$ cat src/rtl/smc_choose_seq.sv
// smc_choose_seq
//   Sequential group selector/accumulator that sits after the SMC sort stage.
//   It accepts one sorted vector of N unsigned elements and picks either the
//   high group (elements N-K..N-1) or the low group (elements 0..K-1). It then
//   produces the plain sum or the weighted sum (weight W_BASE+j for group
//   element j) using one multiply-accumulate per clock.
//
// Ports
//   clk       : clock, all state updates on the rising edge
//   rst       : synchronous active-high reset
//   in_valid  : in_data/in_mode are valid
//   in_ready  : block can accept an input (IDLE and not in reset)
//   in_data   : N*DATA_W packed elements, element 0 (smallest) in the LSBs
//   in_mode   : bit1 0=high group / 1=low group, bit0 0=plain / 1=weighted
//   out_valid : result available, held until out_ready
//   out_ready : downstream accepts the result
//   out_data  : result, wrapped (SAT=0) or clamped (SAT=1) to OUT_W bits
//   out_ovf   : full-precision result exceeded 2^OUT_W-1
module smc_choose_seq #(
  parameter int unsigned DATA_W = 10,
  parameter int unsigned N      = 6,
  parameter int unsigned K      = 3,
  parameter int unsigned W_BASE = 3,
  parameter int unsigned OUT_W  = 10,
  parameter int unsigned SAT    = 0
) (
  input  logic                  clk,
  input  logic                  rst,
  input  logic                  in_valid,
  output logic                  in_ready,
  input  logic [N*DATA_W-1:0]   in_data,
  input  logic [1:0]            in_mode,
  output logic                  out_valid,
  input  logic                  out_ready,
  output logic [OUT_W-1:0]      out_data,
  output logic                  out_ovf
);

  // Accumulator is sized so the largest weighted group sum cannot overflow.
  localparam int unsigned AW   = DATA_W + $clog2(K * (W_BASE + K - 1) + 1);
  // Common width for the overflow comparison, whichever of AW/OUT_W is wider.
  localparam int unsigned CW   = (AW > OUT_W) ? AW : OUT_W;
  localparam int unsigned IW   = (K > 1) ? $clog2(K) : 1;
  localparam int unsigned LAST = K - 1;

  typedef enum logic [1:0] {
    IDLE,
    ACC,
    DONE
  } state_t;

  state_t              state;
  state_t              state_nxt;

  logic [N*DATA_W-1:0] data_q;
  logic [1:0]          mode_q;
  logic [AW-1:0]       acc;
  logic [IW-1:0]       idx;

  logic [DATA_W-1:0]   elem;
  logic [AW-1:0]       term;
  logic [AW-1:0]       acc_sum;
  logic [CW-1:0]       sum_ext;
  logic                ovf;
  logic [OUT_W-1:0]    res;

  // Group element selection is a small mux over the K candidates rather than
  // a variable part-select, so the base offset folds into constants.
  always_comb begin
    elem = '0;
    for (int unsigned j = 0; j < K; j++) begin
      if (idx == IW'(j)) begin
        elem = mode_q[1] ? data_q[j*DATA_W +: DATA_W]
                         : data_q[(N-K+j)*DATA_W +: DATA_W];
      end
    end
    term    = mode_q[0] ? AW'(elem) * AW'(W_BASE + 32'(idx)) : AW'(elem);
    acc_sum = acc + term;
    sum_ext = CW'(acc_sum);
    ovf     = sum_ext > CW'({OUT_W{1'b1}});
    res     = (ovf && (SAT != 0)) ? '1 : OUT_W'(sum_ext);
  end

  always_ff @(posedge clk) begin
    if (rst) begin
      state <= IDLE;
    end else begin
      state <= state_nxt;
    end
  end

  always_comb begin
    state_nxt = state;
    in_ready  = 1'b0;
    unique case (state)
      IDLE: begin
        in_ready = 1'b1;
        if (in_valid) state_nxt = ACC;
      end
      ACC: begin
        if (idx == IW'(LAST)) state_nxt = DONE;
      end
      DONE: begin
        if (out_ready) state_nxt = IDLE;
      end
      default: state_nxt = IDLE;
    endcase
    // Reset wins over the handshake, so nothing may be offered as accepted.
    if (rst) in_ready = 1'b0;
  end

  always_ff @(posedge clk) begin
    if (rst) begin
      data_q    <= '0;
      mode_q    <= '0;
      acc       <= '0;
      idx       <= '0;
      out_valid <= 1'b0;
      out_data  <= '0;
      out_ovf   <= 1'b0;
    end else begin
      unique case (state)
        IDLE: begin
          if (in_valid) begin
            data_q <= in_data;
            mode_q <= in_mode;
            acc    <= '0;
            idx    <= '0;
          end
        end
        ACC: begin
          acc <= acc_sum;
          idx <= idx + 1'b1;
          if (idx == IW'(LAST)) begin
            out_data  <= res;
            out_ovf   <= ovf;
            out_valid <= 1'b1;
          end
        end
        DONE: begin
          if (out_ready) out_valid <= 1'b0;
        end
        default: ;
      endcase
    end
  end

endmodule
$ cat config.mk
export PLATFORM = sky130hd
export DESIGN_NAME = smc_choose_seq
export DESIGN_NICKNAME = d
export VERILOG_FILES = /design/src/rtl/smc_choose_seq.sv
export SDC_FILE = /design/constraint.sdc
export NUM_CORES = 1
export LEC_CHECK = 0
export ABC_AREA = 1
export CAP_MARGIN = 20
export CELL_PAD_IN_SITES_DETAIL_PLACEMENT = 1
export CELL_PAD_IN_SITES_GLOBAL_PLACEMENT = 2
export CORE_ASPECT_RATIO = 1.5
export CORE_MARGIN = 8
export CORE_UTILIZATION = 27
export CTS_CLUSTER_DIAMETER = 100
export DETAILED_ROUTE_END_ITERATION = 8
export PLACE_DENSITY = 0.87
export SETUP_SLACK_MARGIN = 0.4
export SYNTH_ARGS = -nofsm -noshare
export SYNTH_HDL_FRONTEND = slang
export SYNTH_SLANG_ARGS = --single-unit
$ cat constraint.sdc
create_clock -name clk -period 4.7 [get_ports clk]
set_input_delay 1.175 -clock clk [delete_from_list [all_inputs] [get_ports clk]]
set_output_delay 1.175 -clock clk [all_outputs]
set_load 0.03 [all_outputs]
==> results.md, run 1 <==
- Post-synthesis instance total: 822
- Clock tree buffer depth: 2
- Sw Ratio: a little under two fifths
- Syn_nets: a little over 900
- Most used cell, CP: nand2_1
- # port buffers: between 70 and 80
- Final Instance Count excl. Fillers: approximately 1,200
- Crit start category: register
- Share of power burned in registers: between 20% and 30%
- Vias in the first global route: 6,743
- Nets: between 1,000 and 1,500
- DR iter-0 viols: 199
- Worst-skew pair later-pin latency: between 300 and 400 ps
- CTS tree: done
- Clk sinks: ~90
- XOR/XNOR share of the synthesized area: between 1 and 1.5%
- Worst vdd ir: ~0.17 mV
- Seq cells post-synth: 92
- Synth warn: 0
- Fmax: between 200 and 250 MHz
- Critical path endpoint category: register
- CP max stage delay: approximately 570 ps
- Register area: between 0.0015 and 0.002 sq mm
- Final ANT Viol Nets: 0
- Crit path DAT: approximately 4800 ps
- Pleak: between 0.003 and 0.004 uW
- Antenna violations before repair: 0
- Adder-Cell Fraction of Synth Area: between 10 and 15%
- Worst slack, placed: -106 ps
- Initial core utilization: between 20 and 30%
- Mean post-synth cell area: 6.65 sq um
- Cell total after placement: about 1,200
- First-pass GRT wire length: 34,000 um
- Crit Path Class: reg -> reg
- Relative slew margins: between 40% and 50%
- Depth of the CTS H-tree: 3
- Simple-gate share of the synthesized area: between 30% and 40%
- Synthesized area: about 0.0055 sq mm
- Area of the multi-input gates: between 0.003 and 0.004 sq mm
- GR Util All Layers: between 10% and 20%
- Hold_ws: between 400 and 500 ps
- Die width: 132 um
- Vias: ~6,000
- Outcome: finished, final reports clean
- Final core utilization: about 42%
- Drt via density: just under 5
- Skew final: between 9 and 10 ps
- Root Buffer: clkbuf_16
- DRC: 0
- Worst-path clk slew: ~70 ps
- WL/cell: between 15 and 20 um
- Compound-Gate Fraction of Synth Area: 16.1%
- Final setup vio count: 0
- Worst-path cell with the longest stage delay: fa_1
- Core footprint: ~0.020 sq mm
- Chip height: ~190 um
- Final worst setup slack: ~190 ps
- Gpl congestion: between 0.9 and 1
- Hold bufs inserted after CTS: 0
- Clk pwr share: 25.5%
- Area Overhead vs Synth: 52.6%
- Pre-antenna DRT Iters: 4
- Worst hold path class: reg -> reg
- Final Hold Fails: 0
- DP HPWL: between 10,000 and 15,000 um
- # diodes: 0
- # rows: 63
- Data required time of the worst path: ~5000 ps
- I/O pin total: between 70 and 80
- Final worst path period need: 4510 ps
- Largest family of logic cells by synthesized area: simple AND/OR/NAND/NOR gates
- Pwr Density: 384 mW/mm^2
- Combinational Power Share: between 40 and 50%
- Slew @ Worst Pin: 886 ps
- # fillers: 2,436
- Detailed Route WL: roughly 23,000 um
- Total power: about 3200 uW
- CTS Buf Count: 9
- Internal power: about 2000 uW
- Largest net degree at the start of global routing: just under 70
- Sequential cell area fraction in the yosys report: 33.7%
- Crit share post-route: between 90% and 100%
- Share of cells above drive strength 1: 28.9%
- Max-cap viol count: 0
- Grt ovf: 0
- Die Footprint: 0.0251 sq mm
- Mux contribution to synthesized area: 0%
- Sw Pwr: approximately 1200 uW
- Slew Limit Fails: 0
- Critical path fanouts, max: 10
- Synth unique cells: 32
- RSZ-0062 raised after global routing: yes
==> synth_stat cells, drive strengths merged <==
library cell,number,area [sq um]
nand3,40,205
o21bai,4,30.0
nand2,178,668
a21o,1,7.51
clkbuf,17,67.6
buf,21,111
o211ai,1,12.5
ha,28,350
o221ai,10,87.6
a21oi,42,221
a211oi,1,7.51
xnor2,2,17.5
dfxtp,92,1840
fa,10,200
nor2,172,676
or2,4,25.0
xor2,5,43.8
nand4,5,31.3
nor3,3,15.0
nand3b,3,22.5
and2,1,6.26
inv,80,300
o21ai,102,514
==> area by class of cell <==
class	count	area share [%]
inverter	80	3.69
tap	260	3.90
clock inverter	5	1.02
timing repair buffer	180	19.2
multi-input combinational	612	47.1
sequential	92	22.2
clock buffer	10	2.87
==> logic make-up (layout without fill, tap and decap cells) <==
logic type,after synthesis,in the layout
and+or+nand+nor,406,406
adders and majority gates,38,38
DFF,92,92
buffers and inverters,118,275
AOI/OAI and AO/OA,161,161
xor gates and xnor gates,7,7
==> flip-flops by register name, indices dropped and copies added (netlist names) <==
signal / count
acc: 14
data_q: 60
idx: 2
mode_q: 2
out_data: 10
out_ovf: 1
out_valid: 1
state: 2
==> final timing paths <==
check,from,slack [ps],depth (start not counted),endpoint
hold / removal,out_data[1],470,2,out_data[1]
setup / recovery,idx[0],190,29,out_ovf
setup reg to reg,idx[0],190,29,out_ovf
hold reg to reg,out_data[1],470,2,out_data[1]
==> placed cells by master (no fill, tap or decap), drive strengths merged, types with 2 or more instances in the layout <==
cell type        n
nand3b           3
bufinv           2
a21oi           42
o221ai          10
nor3             3
xor2             5
clkbuf          10
buf            102
fa              10
inv             81
ha              28
nand4            5
dfxtp           92
nand3           40
nor2           172
clkdlybuf4s50   78
or2              4
nand2          178
xnor2            2
o21ai          102
o21bai           4
==> layer usage <==
metal	vias to the layer above	share of wire [%]	GRT usage (%)
met5	-	0	0
met4	0	5.8	11.0
met3	77	2.6	2.69
met2	152	57	33.8
met1	2846	35	15.3
li1	2944	-	-
==> through the flow <==
step / TNS [ps] / area [sq um]
detailed placement: -395 / 6770
finish: 0 / 8340
global placement: -195 / 6770
floorplan: 0 / 5470
CTS: 0 / 7780
global route: -67.3 / 8340
==> power groups by stage <==
stage	logic, uW	clock network (uW)	registers (uW)
2_1_floorplan	544	0	883
3_3_place_gp	903	0	895
3_5_place_dp	922	0	898
4_1_cts	1190	832	883
5_1_grt	1600	858	892
6_report	1500	817	886
==> timing repair <==
action | in CTS | in global routing
pin swaps | 66 | 68
gates resized for setup | 110 | 113
setup endpoints to repair | 15 | 20
setup buffers | 40 | 12
==> worst max-delay path, delay by kind of cell (launching register included) <==
| kind | cells | cell delay, ps |
|---|---|---|
| adder cells (fa/ha/maj) | 4 | 1430 |
| buffers and inverters | 6 | 660 |
| AND/OR/NAND/NOR | 17 | 1610 |
| AO/OA/AOI/OAI | 2 | 300 |
| flip-flops | 1 | 390 |
Note: power is estimated with default switching activity, not from simulation.
==> run 2, diff against run 1 <==
--- a/config.mk
+++ b/config.mk
@@ -14,6 +14,7 @@
 export CORE_UTILIZATION = 27
 export CTS_CLUSTER_DIAMETER = 100
 export DETAILED_ROUTE_END_ITERATION = 8
+export HOLD_SLACK_MARGIN = 0.03
 export PLACE_DENSITY = 0.87
 export SETUP_SLACK_MARGIN = 0.4
 export SYNTH_ARGS = -nofsm -noshare
==> results of run 2 <==
The final DEF is identical to that of run 1; final timing and power are the same.
